**config.mk**
```make
export PLATFORM = sky130hd
export DESIGN_NAME = jtkiwi_prog_remap
export DESIGN_NICKNAME = d
export VERILOG_FILES = /design/src/rtl/jtkiwi_prog_remap.sv
export SDC_FILE = /design/constraint.sdc
export NUM_CORES = 1
export LEC_CHECK = 0
export CAP_MARGIN = 10
export CORE_ASPECT_RATIO = 0.9
export CORE_MARGIN = 2
export CORE_UTILIZATION = 35
export CTS_BUF_LIST = sky130_fd_sc_hd__clkbuf_4 sky130_fd_sc_hd__clkbuf_8 sky130_fd_sc_hd__clkbuf_16
export DETAILED_ROUTE_END_ITERATION = 10
export GPL_TIMING_DRIVEN = 0
export PLACE_DENSITY = 0.54
export SLEW_MARGIN = 5
export SYNTH_ARGS = -nofsm -noshare
export SYNTH_HDL_FRONTEND = slang
export SYNTH_SLANG_ARGS = --single-unit
```
**constraint.sdc**
```tcl
create_clock -name clk -period 2.96 [get_ports clk]
set_input_delay 0.592 -clock clk [delete_from_list [all_inputs] [get_ports clk]]
set_output_delay 0.592 -clock clk [all_outputs]
set_load 0.1 [all_outputs]
```
**src/rtl/jtkiwi_prog_remap.sv**
```systemverilog
// jtkiwi_prog_remap: ioctl download stage that sorts each byte into an SDRAM
// bank, applies the Kiwi GFX address interleave and queues the byte in a
// 4-entry FIFO. It then issues word-wide SDRAM programming requests with a
// prog_we/prog_rdy handshake.
// Optional feature macro: JTKIWI_PROM_EN. When it is defined, the colour PROM
// region is written through prom_we. When it is not defined, the PROM region
// is folded into bank 3 and prom_we stays low.
module jtkiwi_prog_remap #(
    parameter logic [25:0] BA1_START  = 26'h08000,
    parameter logic [25:0] BA2_START  = 26'h10000,
    parameter logic [25:0] BA3_START  = 26'h50000,
    parameter logic [25:0] PROM_START = 26'h90000
) (
    input  logic        clk,
    input  logic        rstn,
    input  logic        downloading,
    input  logic [25:0] ioctl_addr,
    input  logic [7:0]  ioctl_dout,
    input  logic        ioctl_wr,
    output logic [21:0] prog_addr,
    output logic [15:0] prog_data,
    output logic [1:0]  prog_mask,
    output logic [1:0]  prog_ba,
    output logic        prog_we,
    input  logic        prog_rdy,
    output logic        prom_we,
    output logic        ovf,
    output logic        dwn_done
);

    // addr holds the SDRAM word address. For PROM entries it holds the plain
    // byte offset instead.
    typedef struct packed {
        logic [1:0]  ba;
        logic [21:0] addr;
        logic        lsb;
        logic [7:0]  data;
        logic        prom;
    } entry_t;

    typedef enum logic [1:0] { IDLE, REQ, GAP } state_t;

    state_t      state;
    entry_t      fifo [0:3];
    logic [1:0]  rd_ptr, wr_ptr;
    logic [2:0]  count;
    logic        dl_q, fell;

    logic [1:0]  in_ba;
    logic [21:0] base, off, off_il;
    logic        in_gfx, in_prom;
    entry_t      in_entry, head;
    logic        push_req, push_ok, pop, have_head;

    // Classify the incoming address into a bank and compute the bank offset.
    // The subtraction is done at 22 bits because the offset is truncated to
    // 22 bits anyway.
    always_comb begin
        in_ba   = 2'd0;
        base    = 22'd0;
        in_gfx  = 1'b0;
        in_prom = 1'b0;
        if (ioctl_addr < BA1_START) begin
            in_ba = 2'd0;
            base  = 22'd0;
        end else if (ioctl_addr < BA2_START) begin
            in_ba = 2'd1;
            base  = BA1_START[21:0];
        end else if (ioctl_addr < BA3_START) begin
            in_ba  = 2'd2;
            base   = BA2_START[21:0];
            in_gfx = 1'b1;
        end else if (ioctl_addr < PROM_START) begin
            in_ba  = 2'd3;
            base   = BA3_START[21:0];
            in_gfx = 1'b1;
        end else begin
`ifdef JTKIWI_PROM_EN
            in_ba   = 2'd0;
            base    = PROM_START[21:0];
            in_prom = 1'b1;
`else
            in_ba = 2'd3;
            base  = BA3_START[21:0];
`endif
        end
        off    = ioctl_addr[21:0] - base;
        off_il = in_gfx ? {off[21:6], off[4:1], off[5], off[0]} : off;

        in_entry.ba   = in_ba;
        in_entry.addr = in_prom ? off_il : {1'b0, off_il[21:1]};
        in_entry.lsb  = off_il[0];
        in_entry.data = ioctl_dout;
        in_entry.prom = in_prom;
    end

    // When the queue is empty, the incoming byte goes straight to the issue
    // logic. This gives single-cycle latency to prog_we.
    always_comb begin
        push_req  = ioctl_wr & downloading;
        have_head = (count != 3'd0) || push_req;
        head      = (count == 3'd0) ? in_entry : fifo[rd_ptr];
        pop       = ((state == REQ) && prog_rdy) ||
                    ((state == IDLE) && have_head && head.prom);
        push_ok   = push_req && ((count != 3'd4) || pop);
    end

    // FIFO storage. Data only, so it has no reset.
    always_ff @(posedge clk) begin
        if (push_ok) fifo[wr_ptr] <= in_entry;
    end

    // FIFO pointers and occupancy count.
    always_ff @(posedge clk or negedge rstn) begin
        if (!rstn) begin
            rd_ptr <= 2'd0;
            wr_ptr <= 2'd0;
            count  <= 3'd0;
        end else begin
            if (push_ok) wr_ptr <= wr_ptr + 2'd1;
            if (pop)     rd_ptr <= rd_ptr + 2'd1;
            if (push_ok && !pop)      count <= count + 3'd1;
            else if (pop && !push_ok) count <= count - 3'd1;
        end
    end

    // Issue FSM. The head entry is latched into the output registers, which
    // keeps the request stable while SDRAM is busy.
    always_ff @(posedge clk or negedge rstn) begin
        if (!rstn) begin
            state     <= IDLE;
            prog_we   <= 1'b0;
            prom_we   <= 1'b0;
            prog_addr <= 22'd0;
            prog_data <= 16'd0;
            prog_mask <= 2'b11;
            prog_ba   <= 2'd0;
        end else begin
            prom_we <= 1'b0;
            case (state)
                IDLE: begin
                    if (have_head) begin
                        prog_ba   <= head.ba;
                        prog_addr <= head.addr;
                        prog_mask <= head.lsb ? 2'b01 : 2'b10;
                        prog_data <= {head.data, head.data};
                        if (head.prom) begin
                            prom_we <= 1'b1;
                            state   <= GAP;
                        end else begin
                            prog_we <= 1'b1;
                            state   <= REQ;
                        end
                    end
                end
                REQ: begin
                    if (prog_rdy) begin
                        prog_we <= 1'b0;
                        state   <= GAP;
                    end
                end
                GAP:     state <= IDLE;
                default: state <= IDLE;
            endcase
        end
    end

    // Download edge tracking. It drives the sticky overflow flag and the
    // drain-complete pulse.
    always_ff @(posedge clk or negedge rstn) begin
        if (!rstn) begin
            dl_q     <= 1'b0;
            fell     <= 1'b0;
            ovf      <= 1'b0;
            dwn_done <= 1'b0;
        end else begin
            dl_q     <= downloading;
            dwn_done <= 1'b0;
            if (downloading && !dl_q) ovf <= 1'b0;
            if (push_req && !push_ok) ovf <= 1'b1;
            if (fell && (count == 3'd0) && (state == IDLE) && !push_req) begin
                dwn_done <= 1'b1;
                fell     <= 1'b0;
            end
            if (!downloading && dl_q) fell <= 1'b1;
        end
    end

endmodule
```
==> impl_metrics.env <==
export IMPL_hold_viol_final=0
export IMPL_wl_per_cell_um=18.9
export IMPL_clkLatencyLatePin_ps=430
export IMPL_grt_pass1_wl_um=24300
export IMPL_ios=85
export IMPL_placed_cells=786
export IMPL_drtIter0Drc=249
export IMPL_yosys_cell_types_count=42
export IMPL_root_buffer="clkbuf_16"
export IMPL_num_vias=4073
export IMPL_setup_viol=0
export IMPL_crit_fanout=6
export IMPL_min_path_type="input pin to async pin"
export IMPL_netlist_area_sq_um=7150
export IMPL_drcViolationCount=0
export IMPL_fin_area_sq_um=9100
export IMPL_dieHeight_um=140
export IMPL_first_pass_iters=4
export IMPL_r2r_start="state[1]"
export IMPL_endpoint_kind="flip-flop"
export IMPL_initial_core_util_pct=35.8
export IMPL_post_route_min_period_ps=2890
export IMPL_synth_main_ff_cell="edfxtp_1"
export IMPL_syn_inst=443
export IMPL_fill_cells=1760
export IMPL_path_clk_slew_ps=60
export IMPL_drive_gt1_share_pct=20.8
export IMPL_yosys_warnings=0
export IMPL_final_max_slew_viol_count=0
export IMPL_placed_area_sq_um=8410
export IMPL_numCtsBuffers=17
export IMPL_crit_type="input pin to flip-flop"
export IMPL_gp_congestion=0.692
export IMPL_core_area_sq_um=20000
export IMPL_fp_dieArea_sq_um=21600
export IMPL_fmax_ghz=0.346
export IMPL_yosysSeqAreaShare_pct=70.3
export IMPL_post_synth_cell_area_avg_sq_um=16.1
export IMPL_synth_edf_count=128
export IMPL_die_w_um=155
export IMPL_cap_violations=0
export IMPL_final_cells=821
export IMPL_viasPerCell=4.96
export IMPL_fin_crit_sh_pct=97.6
export IMPL_grt_pass1_vias=4330
export IMPL_dp_hpwl_um=10200
export IMPL_start_kind="input pin"
export IMPL_cts_max_level=4
export IMPL_antenna_found_initial=0
export IMPL_port_buffer_count=82
export IMPL_cts_tree="built"
export IMPL_grt_use_total_pct=15.3
export IMPL_nets=603
export IMPL_crit_arrival_ps=3240
export IMPL_grt_setup_unrepaired="true"
export IMPL_cts_sinks=175
export IMPL_cts_buffer_depth=2
export IMPL_finClkSkew_ps=11.6
export IMPL_setup_worst_path_start="ioctl_addr[16]"
export IMPL_std_cell_rows=49
export IMPL_overflow=0
export IMPL_async_reset_ff_share_pct=26.9
export IMPL_maxSlewHeadroom_pct=30.2
export IMPL_grt_max_degree=26
export IMPL_ys_ff_latch=175
export IMPL_cp_required_ps=3310
export IMPL_tightest_slew_ps=1040
export IMPL_status="complete, no violations"
export IMPL_reg2reg_slack_ps=570
export IMPL_insertedDiodeCount=0
export IMPL_ant_nets=0
export IMPL_area_growth_pct=27.3
export IMPL_finalWirelength_um=15500
## cells by family after synthesis
group,Yosys count,share of synthesized area [%]
muxes,38,11.0
xor gates and xnor gates,11,1.35
and+or+nand+nor,114,7.04
DFF,175,70.3
other,1,0.0525
buffers and inverters,40,3.08
adders and majority gates,10,1.96
AOI/OAI and AO/OA,54,5.22
## timing repair
item | CTS | global route
cloned | 0 | 0
endpoints found under the setup margin | 5 | 11
gates resized for setup | 2 | 10
buffers inserted | 1 | 3
pin swaps | 1 | 5
hold endpoints to repair | 0 | 0
hold buffers | 0 | 0
## critical path: stages
cell and delay [ps]:
clkdlybuf4s50_1 530, nor3_4 260, and3_4 240, clkinvlp_4 130, nor2_1 120, ha_2 210
fa_2 220, nand2b_1 120, a2111oi_4 320, xor2_1 170, buf_4 150, nand2_1 50
a21oi_1 140
## metal layers
metal	share of wire, %	GRT usage (%)	up-vias
met5	0	0	-
met4	1.4	5.07	0
met3	4.6	3.64	14
met2	49	24.6	94
met1	45	20.5	2086
li1	-	-	1879
## cell usage after synthesis, types with 3 or more instances
master,number,area (sq um)
a31oi_1,19,119
edfxtp_1,128,3840
mux2_2,6,67.6
ha_1,8,100
and2_1,4,25.0
a21oi_1,10,50.1
xnor2_1,5,43.8
nor3_2,3,30.0
nand2_1,56,210
buf_2,5,25.0
buf_4,13,97.6
o31a_1,6,52.6
mux4_2,32,721
dfrtp_1,45,1130
o22a_1,5,43.8
xor2_1,6,52.6
nor2_1,36,135
inv_1,10,37.5
clkbuf_1,10,37.5
o21ai_0,4,20.0
and3_1,5,31.3
## sequential cells by signal, summed over array words and instances, names as in the netlist
register   flops
prog_mask      2
prog_ba        2
rd_ptr         2
dwn_done       1
state          2
prog_data      8
count          3
prog_we        1
fell           1
ovf            1
dl_q           1
wr_ptr         2
fifo         128
prog_addr     21
## area by class of cell
cell class / count / area [sq um] / area share, %
clock inverters: 7 / 111 / 1.22
inverters: 10 / 41.3 / 0.454
plain buffers: 30 / 183 / 2.01
flip-flops and latches: 175 / 5020 / 55.2
repair buffers: 91 / 968 / 10.6
clock buffers: 24 / 490 / 5.39
well taps: 255 / 319 / 3.51
multi-input cells: 229 / 1960 / 21.6
## stage by stage
stage	utilization (%)	hold WS, ps	setup TNS [ps]	worst slack, ps
6_report	45.5	205	0	70.4
5_1_grt	45.5	251	-97.0	-65.7
4_1_cts	45.2	214	0	2.11
3_5_place_dp	42.1	482	-6640	-568
3_3_place_gp	41.5	474	-128520	-860
2_1_floorplan	-	296	0	282
## final timing paths
path	to	cells after the start
setup / recovery	prog_addr[20]	13
hold / removal	prog_data[9]	1
setup reg to reg	count[2]	9
hold reg to reg	state[0]	1
max in group asynchronous	prog_mask[1]	2
min in group clk	state[0]	1
## cells in the final DEF (no fill, tap or decap), drive strengths merged, types with 9 or more instances in the layout
master / netlist / layout
nor2: 36 / 36
a21oi: 11 / 11
nand2: 56 / 56
inv: 10 / 9
dfrtp: 45 / 45
mux4: 32 / 32
a31oi: 20 / 20
edfxtp: 128 / 128
clkdlybuf4s50: 0 / 78
clkbuf: 10 / 34
buf: 20 / 30
Power is left out: the tool's default activity adds up to more than one toggle a clock period on the data nets, which glitch-free logic cannot reach.
